`config.mk`:
```
export PLATFORM = sky130hd
export DESIGN_NAME = rc4_sbox_ctrl_flat
export DESIGN_NICKNAME = d
export VERILOG_FILES = /design/src/rtl/rc4_sbox_ctrl_if.sv /design/src/rtl/rc4_sbox_ctrl.sv /design/src/flat_wrapper.sv
export SDC_FILE = /design/constraint.sdc
export NUM_CORES = 1
export LEC_CHECK = 0
export CAP_MARGIN = 20
export CORE_ASPECT_RATIO = 2
export CORE_UTILIZATION = 51
export CTS_BUF_LIST = sky130_fd_sc_hd__clkbuf_16
export DETAILED_ROUTE_END_ITERATION = 16
export PLACE_DENSITY = 0.78
export SYNTH_ARGS = -nofsm -noshare
export SYNTH_HDL_FRONTEND = slang
export SYNTH_SLANG_ARGS = --single-unit
```
`constraint.sdc`:
```
create_clock -name clk -period 3.3 [get_ports clk]
set_input_delay 0.33 -clock clk [delete_from_list [all_inputs] [get_ports clk]]
set_output_delay 0.33 -clock clk [all_outputs]
set_load 0.02 [all_outputs]
```
`src/rtl/rc4_sbox_ctrl_if.sv`:
```
`default_nettype none
// ============================================================================
//  Module   : rc4_sbox_ctrl_if
//  Purpose  : Groups the key-store, keystream handshake and S-box RAM port
//             signals of the RC4 S-box sequencer.
//             The 'master' modport is the sequencer side.
//             The 'slave' modport is the surrounding key store, consumer
//             and RAM side.
//  Revision : 1.0  initial release
// ============================================================================
interface rc4_sbox_ctrl_if;
    logic       start;
    logic [7:0] key_len_m1;
    logic [7:0] key_idx;
    logic [7:0] key_byte;
    logic       busy;
    logic       ks_ready;
    logic       ks_req;
    logic       ks_valid;
    logic [7:0] ks_byte;
    logic [7:0] ram_addr;
    logic       ram_we;
    logic [7:0] ram_wdata;
    logic [7:0] ram_rdata;

    modport master (
        input  start, key_len_m1, key_byte, ks_req, ram_rdata,
        output key_idx, busy, ks_ready, ks_valid, ks_byte,
               ram_addr, ram_we, ram_wdata
    );

    modport slave (
        output start, key_len_m1, key_byte, ks_req, ram_rdata,
        input  key_idx, busy, ks_ready, ks_valid, ks_byte,
               ram_addr, ram_we, ram_wdata
    );
endinterface
`default_nettype wire

```
`src/rtl/rc4_sbox_ctrl.sv`:
```
`default_nettype none
// ============================================================================
//  Module   : rc4_sbox_ctrl
//  Purpose  : Owns the 256x8 RC4 S-box RAM.
//             Sequence: S-box initialisation, then key scheduling against an
//             external key store, then one keystream byte per request.
//  Revision : 1.0  initial release
// ============================================================================
module rc4_sbox_ctrl (
    input  logic               clk,
    input  logic               rst,
    rc4_sbox_ctrl_if.master    bus_io
);
    typedef enum logic [3:0] {
        ST_IDLE   = 4'd0,
        ST_INIT   = 4'd1,
        ST_K_RD_I = 4'd2,
        ST_K_RD_J = 4'd3,
        ST_K_WR_I = 4'd4,
        ST_K_WR_J = 4'd5,
        ST_READY  = 4'd6,
        ST_P_RD_I = 4'd7,
        ST_P_RD_J = 4'd8,
        ST_P_WR_I = 4'd9,
        ST_P_WR_J = 4'd10,
        ST_P_RD_K = 4'd11,
        ST_P_OUT  = 4'd12
    } state_t;

    state_t     state_q, state_d;
    logic [7:0] n_q, n_d;
    logic [7:0] i_q, i_d;
    logic [7:0] j_q, j_d;
    logic [7:0] key_idx_q, key_idx_d;
    logic [7:0] klen_q, klen_d;
    logic [7:0] si_q, si_d;
    logic [7:0] sj_q, sj_d;
    logic [7:0] ks_byte_q, ks_byte_d;
    logic       ks_valid_q, ks_valid_d;

    logic       w_busy;
    logic       w_ks_ready;
    logic [7:0] w_ram_addr;
    logic       w_ram_we;
    logic [7:0] w_ram_wdata;

    // State and datapath registers, cleared asynchronously (RAM is not)
    always_ff @(posedge clk or posedge rst) begin
        if (rst) begin
            state_q    <= ST_IDLE;
            n_q        <= 8'd0;
            i_q        <= 8'd0;
            j_q        <= 8'd0;
            key_idx_q  <= 8'd0;
            klen_q     <= 8'd0;
            si_q       <= 8'd0;
            sj_q       <= 8'd0;
            ks_byte_q  <= 8'd0;
            ks_valid_q <= 1'b0;
        end else begin
            state_q    <= state_d;
            n_q        <= n_d;
            i_q        <= i_d;
            j_q        <= j_d;
            key_idx_q  <= key_idx_d;
            klen_q     <= klen_d;
            si_q       <= si_d;
            sj_q       <= sj_d;
            ks_byte_q  <= ks_byte_d;
            ks_valid_q <= ks_valid_d;
        end
    end

    // Next-state, datapath update and RAM port drive for every sequencer step
    always_comb begin
        state_d     = state_q;
        n_d         = n_q;
        i_d         = i_q;
        j_d         = j_q;
        key_idx_d   = key_idx_q;
        klen_d      = klen_q;
        si_d        = si_q;
        sj_d        = sj_q;
        ks_byte_d   = ks_byte_q;
        ks_valid_d  = 1'b0;
        w_busy      = 1'b0;
        w_ks_ready  = 1'b0;
        w_ram_addr  = 8'd0;
        w_ram_we    = 1'b0;
        w_ram_wdata = 8'd0;

        case (state_q)
            ST_IDLE: begin
                if (bus_io.start) begin
                    klen_d    = bus_io.key_len_m1;
                    n_d       = 8'd0;
                    i_d       = 8'd0;
                    j_d       = 8'd0;
                    key_idx_d = 8'd0;
                    state_d   = ST_INIT;
                end
            end
            ST_INIT: begin
                w_busy      = 1'b1;
                w_ram_we    = 1'b1;
                w_ram_addr  = n_q;
                w_ram_wdata = n_q;
                n_d         = n_q + 8'd1;
                if (n_q == 8'hFF) begin
                    i_d     = 8'd0;
                    state_d = ST_K_RD_I;
                end
            end
            ST_K_RD_I: begin
                w_busy     = 1'b1;
                w_ram_addr = i_q;
                state_d    = ST_K_RD_J;
            end
            ST_K_RD_J: begin
                // The new j is fed straight to the RAM address in this state
                w_busy     = 1'b1;
                si_d       = bus_io.ram_rdata;
                j_d        = j_q + bus_io.ram_rdata + bus_io.key_byte;
                w_ram_addr = j_d;
                state_d    = ST_K_WR_I;
            end
            ST_K_WR_I: begin
                w_busy      = 1'b1;
                sj_d        = bus_io.ram_rdata;
                w_ram_we    = 1'b1;
                w_ram_addr  = i_q;
                w_ram_wdata = bus_io.ram_rdata;
                state_d     = ST_K_WR_J;
            end
            ST_K_WR_J: begin
                w_busy      = 1'b1;
                w_ram_we    = 1'b1;
                w_ram_addr  = j_q;
                w_ram_wdata = si_q;
                key_idx_d   = (key_idx_q == klen_q) ? 8'd0 : key_idx_q + 8'd1;
                if (i_q == 8'hFF) begin
                    i_d     = 8'd0;
                    j_d     = 8'd0;
                    state_d = ST_READY;
                end else begin
                    i_d     = i_q + 8'd1;
                    state_d = ST_K_RD_I;
                end
            end
            ST_READY: begin
                w_ks_ready = 1'b1;
                if (bus_io.start) begin
                    klen_d    = bus_io.key_len_m1;
                    n_d       = 8'd0;
                    i_d       = 8'd0;
                    j_d       = 8'd0;
                    key_idx_d = 8'd0;
                    state_d   = ST_INIT;
                end else if (bus_io.ks_req) begin
                    i_d     = i_q + 8'd1;
                    state_d = ST_P_RD_I;
                end
            end
            ST_P_RD_I: begin
                w_ram_addr = i_q;
                state_d    = ST_P_RD_J;
            end
            ST_P_RD_J: begin
                si_d       = bus_io.ram_rdata;
                j_d        = j_q + bus_io.ram_rdata;
                w_ram_addr = j_d;
                state_d    = ST_P_WR_I;
            end
            ST_P_WR_I: begin
                sj_d        = bus_io.ram_rdata;
                w_ram_we    = 1'b1;
                w_ram_addr  = i_q;
                w_ram_wdata = bus_io.ram_rdata;
                state_d     = ST_P_WR_J;
            end
            ST_P_WR_J: begin
                w_ram_we    = 1'b1;
                w_ram_addr  = j_q;
                w_ram_wdata = si_q;
                state_d     = ST_P_RD_K;
            end
            ST_P_RD_K: begin
                w_ram_addr = si_q + sj_q;
                state_d    = ST_P_OUT;
            end
            ST_P_OUT: begin
                // A request seen while the byte is delivered is accepted here.
                // This keeps a held request at one byte every six cycles.
                w_ks_ready = 1'b1;
                ks_byte_d  = bus_io.ram_rdata;
                ks_valid_d = 1'b1;
                if (bus_io.ks_req) begin
                    i_d     = i_q + 8'd1;
                    state_d = ST_P_RD_I;
                end else begin
                    state_d = ST_READY;
                end
            end
            default: begin
                state_d = ST_IDLE;
            end
        endcase
    end

    assign bus_io.key_idx   = key_idx_q;
    assign bus_io.busy      = w_busy;
    assign bus_io.ks_ready  = w_ks_ready;
    assign bus_io.ks_valid  = ks_valid_q;
    assign bus_io.ks_byte   = ks_byte_q;
    assign bus_io.ram_addr  = w_ram_addr;
    assign bus_io.ram_we    = w_ram_we;
    assign bus_io.ram_wdata = w_ram_wdata;

endmodule
`default_nettype wire
```
`src/flat_wrapper.sv`:
```
// flat-port wrapper written by rule: the top's interface ports become plain ports
module rc4_sbox_ctrl_flat 
  (clk, rst, bus_io_start, bus_io_key_len_m1, bus_io_key_byte, bus_io_ks_req, bus_io_ram_rdata, bus_io_key_idx, bus_io_busy, bus_io_ks_ready, bus_io_ks_valid, bus_io_ks_byte, bus_io_ram_addr, bus_io_ram_we, bus_io_ram_wdata);
  rc4_sbox_ctrl_if bus_io_i ();
  input  logic clk;
  input  logic rst;
  input wire logic [$bits(bus_io_i.start)-1:0] bus_io_start;
  input wire logic [$bits(bus_io_i.key_len_m1)-1:0] bus_io_key_len_m1;
  input wire logic [$bits(bus_io_i.key_byte)-1:0] bus_io_key_byte;
  input wire logic [$bits(bus_io_i.ks_req)-1:0] bus_io_ks_req;
  input wire logic [$bits(bus_io_i.ram_rdata)-1:0] bus_io_ram_rdata;
  output wire logic [$bits(bus_io_i.key_idx)-1:0] bus_io_key_idx;
  output wire logic [$bits(bus_io_i.busy)-1:0] bus_io_busy;
  output wire logic [$bits(bus_io_i.ks_ready)-1:0] bus_io_ks_ready;
  output wire logic [$bits(bus_io_i.ks_valid)-1:0] bus_io_ks_valid;
  output wire logic [$bits(bus_io_i.ks_byte)-1:0] bus_io_ks_byte;
  output wire logic [$bits(bus_io_i.ram_addr)-1:0] bus_io_ram_addr;
  output wire logic [$bits(bus_io_i.ram_we)-1:0] bus_io_ram_we;
  output wire logic [$bits(bus_io_i.ram_wdata)-1:0] bus_io_ram_wdata;
  assign bus_io_i.start = bus_io_start;
  assign bus_io_i.key_len_m1 = bus_io_key_len_m1;
  assign bus_io_i.key_byte = bus_io_key_byte;
  assign bus_io_i.ks_req = bus_io_ks_req;
  assign bus_io_i.ram_rdata = bus_io_ram_rdata;
  assign bus_io_key_idx = bus_io_i.key_idx;
  assign bus_io_busy = bus_io_i.busy;
  assign bus_io_ks_ready = bus_io_i.ks_ready;
  assign bus_io_ks_valid = bus_io_i.ks_valid;
  assign bus_io_ks_byte = bus_io_i.ks_byte;
  assign bus_io_ram_addr = bus_io_i.ram_addr;
  assign bus_io_ram_we = bus_io_i.ram_we;
  assign bus_io_ram_wdata = bus_io_i.ram_wdata;
  rc4_sbox_ctrl u_core (.clk(clk), .rst(rst), .bus_io(bus_io_i));
endmodule
```
==> results of run 1 <==
kinds of logic (layout without fill, tap and decap cells):
kind of cell	Yosys count	after routing
DFF	69	69
and+or+nand+nor	145	145
AOI/OAI and AO/OA	159	159
muxes	34	34
adders and majority gates	27	27
buffers and inverters	52	176
xor gates and xnor gates	30	30
cell usage after synthesis (3+ instances only):
master / number / area [µm²]
dfrtp_1: 69 / 1730
a21oi_1: 36 / 180
nand2_1: 35 / 131
o21ai_0: 35 / 175
nor2_1: 33 / 124
inv_1: 31 / 116
mux2_2: 31 / 349
ha_1: 24 / 300
xnor2_1: 17 / 149
nand3_1: 13 / 65.1
nor3_1: 13 / 65.1
xor2_1: 13 / 114
a222oi_1: 11 / 110
clkbuf_1: 10 / 37.5
nand2b_1: 10 / 62.6
a21o_1: 9 / 67.6
buf_2: 9 / 45.0
and3_1: 7 / 43.8
o21a_1: 7 / 52.6
or3_1: 7 / 43.8
nor2b_1: 6 / 37.5
o211ai_1: 6 / 45.0
a211oi_1: 5 / 37.5
a31oi_1: 5 / 31.3
a211o_1: 4 / 35.0
o31ai_1: 4 / 30.0
a221o_1: 3 / 30.0
a221oi_1: 3 / 26.3
a22oi_1: 3 / 22.5
and2_1: 3 / 18.8
fa_1: 3 / 60.1
mux2i_1: 3 / 30.0
nand4_1: 3 / 18.8
nor3b_1: 3 / 22.5
o2111ai_1: 3 / 26.3
o21ai_1: 3 / 15.0
o221ai_1: 3 / 26.3
o22a_1: 3 / 26.3
o22ai_1: 3 / 18.8
registers in the layout (all words and copies together), names as in the netlist:
| signal | cells |
|---|---|
| u_core.state_q | 4 |
| u_core.si_q | 8 |
| u_core.bus_io.ks_valid | 1 |
| u_core.j_q | 8 |
| u_core.sj_q | 8 |
| u_core.i_q | 8 |
| u_core.bus_io.ks_byte | 8 |
| u_core.bus_io.key_idx | 8 |
| u_core.klen_q | 8 |
| u_core.n_q | 8 |
power groups by stage:
stage / combinational [mW] / clock [mW] / sequential [mW]
6_report: 4.96 / 1.05 / 1.58
2_1_floorplan: 2.71 / 0 / 1.52
4_1_cts: 4.57 / 1.06 / 1.56
3_5_place_dp: 4.38 / 0 / 1.57
5_1_grt: 5.33 / 1.10 / 1.61
3_3_place_gp: 4.25 / 0 / 1.54
final timing paths:
kind / to / slack, ns / cells after the start
hold / removal: u_core.bus_io.ks_byte[1] / 0.39 / 2
hold reg to reg: u_core.i_q[7] / 0.50 / 1
min in group clk: u_core.i_q[7] / 0.50 / 1
setup reg to reg: u_core.j_q[7] / 0.06 / 14
max in group asynchronous: u_core.state_q[0] / 2.24 / 3
setup / recovery: bus_io_ram_addr[2] / -0.20 / 10
critical path: stages (launching register included):
cell and delay, ns:
dfrtp_1 0.38, ha_2 0.19, fa_2 0.38, buf_6 0.14, xor2_2 0.15, ha_1 0.32
buf_4 0.15, xor2_1 0.23, o2111ai_1 0.23, a221o_1 0.33, dlygate4sd2_1 0.32
per-stage QoR:
step	instances	setup slack, ns
finish	742	-0.202
global route	742	-0.289
CTS	735	-0.214
detailed placement	717	-0.963
global placement	717	-0.858
floorplan	516	0.0978
placed cells by master, fill, tap and decap left out, types with 9 or more instances in the layout:
master / netlist / final
buf_4: 0 / 64
inv_1: 31 / 30
nand2b_1: 10 / 10
xnor2_1: 17 / 14
o21ai_0: 35 / 32
nor3_1: 13 / 13
dfrtp_1: 69 / 69
clkdlybuf4s50_1: 0 / 54
mux2_2: 31 / 31
a21oi_1: 36 / 31
a21o_1: 9 / 9
nand2_1: 35 / 34
xor2_1: 13 / 12
clkbuf_16: 0 / 9
nor2_1: 33 / 33
nand3_1: 13 / 12
ha_1: 24 / 19
a222oi_1: 11 / 11
layout make-up:
class                   instances  area (µm²)
multi-input cells             395        2980
well taps                     102         128
flip-flops and latches         69        1730
clock inverters                 7        98.8
repair buffers                129        1130
fillers                       648        2600
clock buffers                   9         225
inverters                      31         116
layer usage:
layer  part of all wire  wire, µm  GRT usage  up-vias
li1                   -         -          -     2152
met1               0.34      5120      0.309     2290
met2               0.54      8070      0.563      190
met3              0.043       643     0.0496       68
met4              0.068      1010      0.226        0
met5                  0         0          0        -
timing repair:
action | CTS | global route
setup buffers | 2 | 8
pin swaps | 16 | 24
hold buffers | 0 | 0
endpoints found under the setup margin | 8 | 8
resized for setup | 51 | 20
hold endpoints to repair | 0 | 0
==> flow_summary_export.csv, run 1 <==
group,metric,value,unit
status,run_status,"complete, but fails checks",
status,violations,"setup timing",
die,die_h,138,µm
timing,period_share,1.06,
yosys,syn_area,4740,µm²
critical_path,worstPathArrival,3.17,ns
global_route,antenna_found_initial,0,
timing,min_period,3.50,ns
detailed_routing,dr.pass1.iters,9,
die,initial_utilization,0.526,
power_and_ir_drop,peakVddDrop,0.537,mV
power_and_ir_drop,switchingPower,3.30,mW
yosys,synth-edff-count,0,
timing,fin_setup_tns,-0.751,ns
yosys,synth-seq-cells,69,
detailed_routing,wirelength,14.8,mm
clock_network,htree_num_levels,3,
finish,fin_area,6410,µm²
placement,place_area,5850,µm²
critical_path,r2r-start,"u_core.j_q[0]",
critical_path,path_class,"reg -> out",
critical_path,required,2.97,ns
clock_network,cts.clk_slew.worst_paths,0.06,ns
detailed_routing,detail-route-antenna-nets,0,
power_and_ir_drop,p_int,4.29,mW
yosys,syn_nets,571,
clock_network,cts_tree,"yes",
die,coreArea,9010,µm²
yosys,ys_seq_area_frac,0.364,
finish,final_util,0.711,
hold_path,hold_class,"in -> async",
yosys,yosys.area_share.simple,0.155,
timing,worst_slew_pin_slew,0.752,ns
yosys,avgSynthCellArea,9.18,µm²
die,num_io_pins,64,
yosys,synth_mux_area_frac,0.0800,
die,die_w,70.2,µm
global_route,grt_max_degree,43,
timing,hold_violations,0,
timing,rsz0062_at_grt,"true",
clock_network,numCtsBuffers,9,
detailed_routing,drc_errors,0,
timing,hold_slack,0.390,ns
detailed_routing,wl_per_cell,20.0,µm
finish,antennaDiodeCount,0,
global_route,track_usage,0.311,
die,dieArea,9700,µm²
yosys,ys_types,59,
clock_network,root_buffer,"clkbuf_16",
timing,final-setup-viol-count,5,
critical_path,critPathLaunchType,"flip-flop",
yosys,synthArstFlopShare,1.00,
die,row_count,49,
power_and_ir_drop,seqPwrFrac,0.208,
power_and_ir_drop,p_per_area,1180,nW/µm²
critical_path,critPathMaxFanout,3,
power_and_ir_drop,p_clk_frac,0.138,
yosys,ys.flop_type,"dfrtp_1",
global_route,grt-ovfl-total,0,
yosys,synthXorXnorAreaFrac,0.0555,
yosys,synth_compound_area_frac,0.226,
placement,hpwlAfterDp,11.0,mm
power_and_ir_drop,p_sw_frac,0.435,
timing,clock_skew,0.00603,ns
finish,syn2layout_area_growth,35.3,%
detailed_routing,via_per_inst,6.33,
yosys,synth_top_family_by_area,"compound AO/OA/AOI/OAI gates",
placement,place.gp.congestion,0.952,
detailed_routing,routed-via-count,4700,
clock_network,clock-sinks,69,
critical_path,endpoint_kind,"output port",
global_route,first_global_vias,4829,
clock_network,clk-insertion-delay-late,0.34,ns
power_and_ir_drop,p_comb_frac,0.654,
critical_path,cp-startpoint,"u_core.j_q[0]",
power_and_ir_drop,p_leak,2.88,nW
clock_network,clk_path_buf_depth,2,
timing,fin_ws,-0.202,ns
power_and_ir_drop,power.total,7.59,mW
flow_run,max_cap_viol_count,0,
timing,maxSlewViolCount,0,
finish,drive_above_1_share,0.239,
placement,port_buffers,63,
finish,fin_nets,690,
yosys,yosysWarnings,0,
detailed_routing,drt_iter0_markers,324,
yosys,synth_cells,516,
global_route,grt_pass1_wl,23.4,mm
timing,fmax,0.286,GHz
timing,max-slew-margin-rel,0.496,
yosys,yosys.area_share.adder,0.0760,
No activity file was read; power rests on OpenSTA's default activity.
==> inputs of run 2 (changes only) <==
--- a/config.mk
+++ b/config.mk
@@ -9,6 +9,7 @@
 export CORE_ASPECT_RATIO = 2
 export CORE_UTILIZATION = 51
 export CTS_BUF_LIST = sky130_fd_sc_hd__clkbuf_16
+export CTS_CLUSTER_DIAMETER = 100
 export DETAILED_ROUTE_END_ITERATION = 16
 export PLACE_DENSITY = 0.78
 export SYNTH_ARGS = -nofsm -noshare
==> results of run 2 <==
Same layout as run 1: the final DEF is identical, and so are final timing and power.
==> inputs of run 3 (changes only) <==
--- a/config.mk
+++ b/config.mk
@@ -11,6 +11,7 @@
 export CTS_BUF_LIST = sky130_fd_sc_hd__clkbuf_16
 export CTS_CLUSTER_DIAMETER = 100
 export DETAILED_ROUTE_END_ITERATION = 16
+export MAX_ROUTING_LAYER = met4
 export PLACE_DENSITY = 0.78
 export SYNTH_ARGS = -nofsm -noshare
 export SYNTH_HDL_FRONTEND = slang
==> flow_summary_export.csv, run 3 (same netlist as run 1, synthesis figures left out) <==
group,metric,value,unit
status,run_status,"complete, but fails checks",
status,violations,"setup timing",
detailed_routing,drt_iter0_markers,319,
die,die_w,70.2,µm
flow_run,max_cap_viol_count,0,
finish,regArea,1730,µm²
timing,clock_skew,0.00623,ns
placement,place.gp.congestion,0.978,
timing,worst_slew_pin_slew,0.934,ns
clock_network,root_buffer,"clkbuf_16",
global_route,grt_pass1_wl,24.0,mm
power_and_ir_drop,p_int,4.23,mW
clock_network,clk_path_buf_depth,2,
global_route,first_global_vias,4916,
global_route,antenna_found_initial,0,
power_and_ir_drop,p_comb_frac,0.664,
timing,final-setup-viol-count,6,
timing,fmax,0.280,GHz
critical_path,cp_slowest_cell,"o211ai_1",
clock_network,cts_tree,"yes",
detailed_routing,via_per_inst,6.27,
die,row_count,49,
power_and_ir_drop,power.total,7.59,mW
finish,layout_common_cells,"dfrtp_1, buf_4, clkdlybuf4s50_1, nand2_1, nor2_1",
global_route,grt_max_degree,27,
critical_path,crit_buf_inv,2,
power_and_ir_drop,seqPwrFrac,0.209,
finish,drive_above_1_share,0.236,
clock_network,htree_num_levels,3,
critical_path,cpPeakStageDelay,0.45,ns
global_route,track_usage,0.327,
placement,place_area,5860,µm²
power_and_ir_drop,p_per_area,1190,nW/µm²
die,num_io_pins,64,
timing,max-slew-margin-rel,0.375,
detailed_routing,wirelength,15.0,mm
critical_path,critPathLaunchType,"primary input",
critical_path,path_cells,"clkdlybuf4s50_1 -> ha_1 -> o211ai_1 -> o21ai_1 -> xor2_1 -> ha_2 -> o21ai_1 -> a32o_2 -> a31oi_4 -> xnor2_2 -> o221ai_2 -> buf_4",
power_and_ir_drop,switchingPower,3.36,mW
detailed_routing,wl_per_cell,20.2,µm
timing,period_share,1.08,
clock_network,clk-insertion-delay-late,0.34,ns
clock_network,clock-sinks,69,
power_and_ir_drop,peakVddDrop,0.512,mV
timing,fin_ws,-0.272,ns
timing,rsz0062_at_grt,"true",
timing,hold_slack,0.345,ns
finish,multi_input_area,2960,µm²
clock_network,cts_hold_buf,0,
critical_path,worstPathArrival,3.24,ns
finish,syn2layout_area_growth,34.4,%
die,initial_utilization,0.526,
finish,n_fill_cell,657,
finish,fin_nets,690,
finish,antennaDiodeCount,0,
timing,maxSlewViolCount,0,
detailed_routing,detail-route-antenna-nets,0,
detailed_routing,drc_errors,0,
die,die_h,138,µm
global_route,grt-ovfl-total,0,
timing,hold_violations,0,
power_and_ir_drop,p_clk_frac,0.127,
critical_path,path_class,"in -> out",
clock_network,cts.clk_slew.worst_paths,0.06,ns
detailed_routing,dr.pass1.iters,6,
critical_path,endpoint_kind,"output port",
timing,min_period,3.57,ns
critical_path,required,2.97,ns
finish,layout_commonest_cell,"dfrtp_1",
power_and_ir_drop,p_leak,2.87,nW
placement,port_buffers,63,
clock_network,numCtsBuffers,9,
die,dieArea,9700,µm²
placement,hpwlAfterDp,11.2,mm
critical_path,critPathMaxFanout,4,
critical_path,crit_family,"compound AO/OA/AOI/OAI gates",
critical_path,cp_common_cell,"o21ai_1",
hold_path,hold_class,"in -> async",
power_and_ir_drop,p_sw_frac,0.442,
finish,fin_area,6370,µm²
detailed_routing,routed-via-count,4650,
die,coreArea,9010,µm²
run 3: cell types whose count changed in the layout (fill, tap and decap cells not counted), sizes merged:
cell / change
clkinv: +2
bufinv: -1
inv: -1
run 3: layout make-up:
| type | instances | area share |
|---|---|---|
| clock inverters | 7 | 0.0120 |
| multi-input cells | 395 | 0.465 |
| clock buffers | 9 | 0.0354 |
| inverters | 31 | 0.0183 |
| well taps | 102 | 0.0200 |
| flip-flops and latches | 69 | 0.271 |
| repair buffers | 129 | 0.178 |
run 3: through the flow:
stage                     utilization  setup TNS, ns  std cells  setup WS, ns
final                           0.706          -1.15        742        -0.272
after detailed placement        0.651          -5.41        720         -1.04
after global placement          0.651          -4.79        720        -0.872
after global routing            0.706          -1.93        742        -0.400
after CTS                       0.694          -1.39        739        -0.323
after floorplan                     -              0        516        0.0978
run 3: power by group through the flow:
| stage | logic, mW | clock network, mW | registers, mW |
|---|---|---|---|
| floorplan | 2.71 | 0 | 1.52 |
| global placement | 4.34 | 0 | 1.55 |
| detailed placement | 4.46 | 0 | 1.57 |
| CTS | 4.70 | 0.975 | 1.57 |
| global route | 5.40 | 1.01 | 1.62 |
| finish | 5.04 | 0.963 | 1.58 |
run 3: routing by layer:
layer  part of all wire  vias to the layer above  global-route usage  wire length, µm
met5                  0                        -                   -                0
li1                   -                     2146                   -                -
met4              0.071                        0               0.226             1060
met3              0.047                       69              0.0481              707
met1               0.35                     2221               0.329             5210
met2               0.53                      214               0.566             8010
run 3: what timing repair did:
action | 4_1_cts | 5_1_grt
endpoints found under the setup margin | 8 | 8
resized for setup | 52 | 22
endpoints found under the hold margin | 0 | 0
buffers inserted | 3 | 3
pin swaps | 18 | 16
gates cloned | 0 | 0
run 3: path summary, 6_finish.rpt:
| path | from | to | slack, ns | cells past startpoint |
|---|---|---|---|---|
| max in group asynchronous | rst | u_core.i_q[6] | 2.20 | 3 |
| setup / recovery | bus_io_ram_rdata[2] | bus_io_ram_addr[7] | -0.27 | 12 |
| min in group clk | u_core.bus_io.ks_byte[4] | u_core.bus_io.ks_byte[4] | 0.51 | 1 |
| hold reg to reg | u_core.bus_io.ks_byte[4] | u_core.bus_io.ks_byte[4] | 0.51 | 1 |
| hold / removal | rst | u_core.bus_io.ks_byte[4] | 0.34 | 2 |
| setup reg to reg | u_core.j_q[0] | u_core.j_q[7] | 0.01 | 14 |
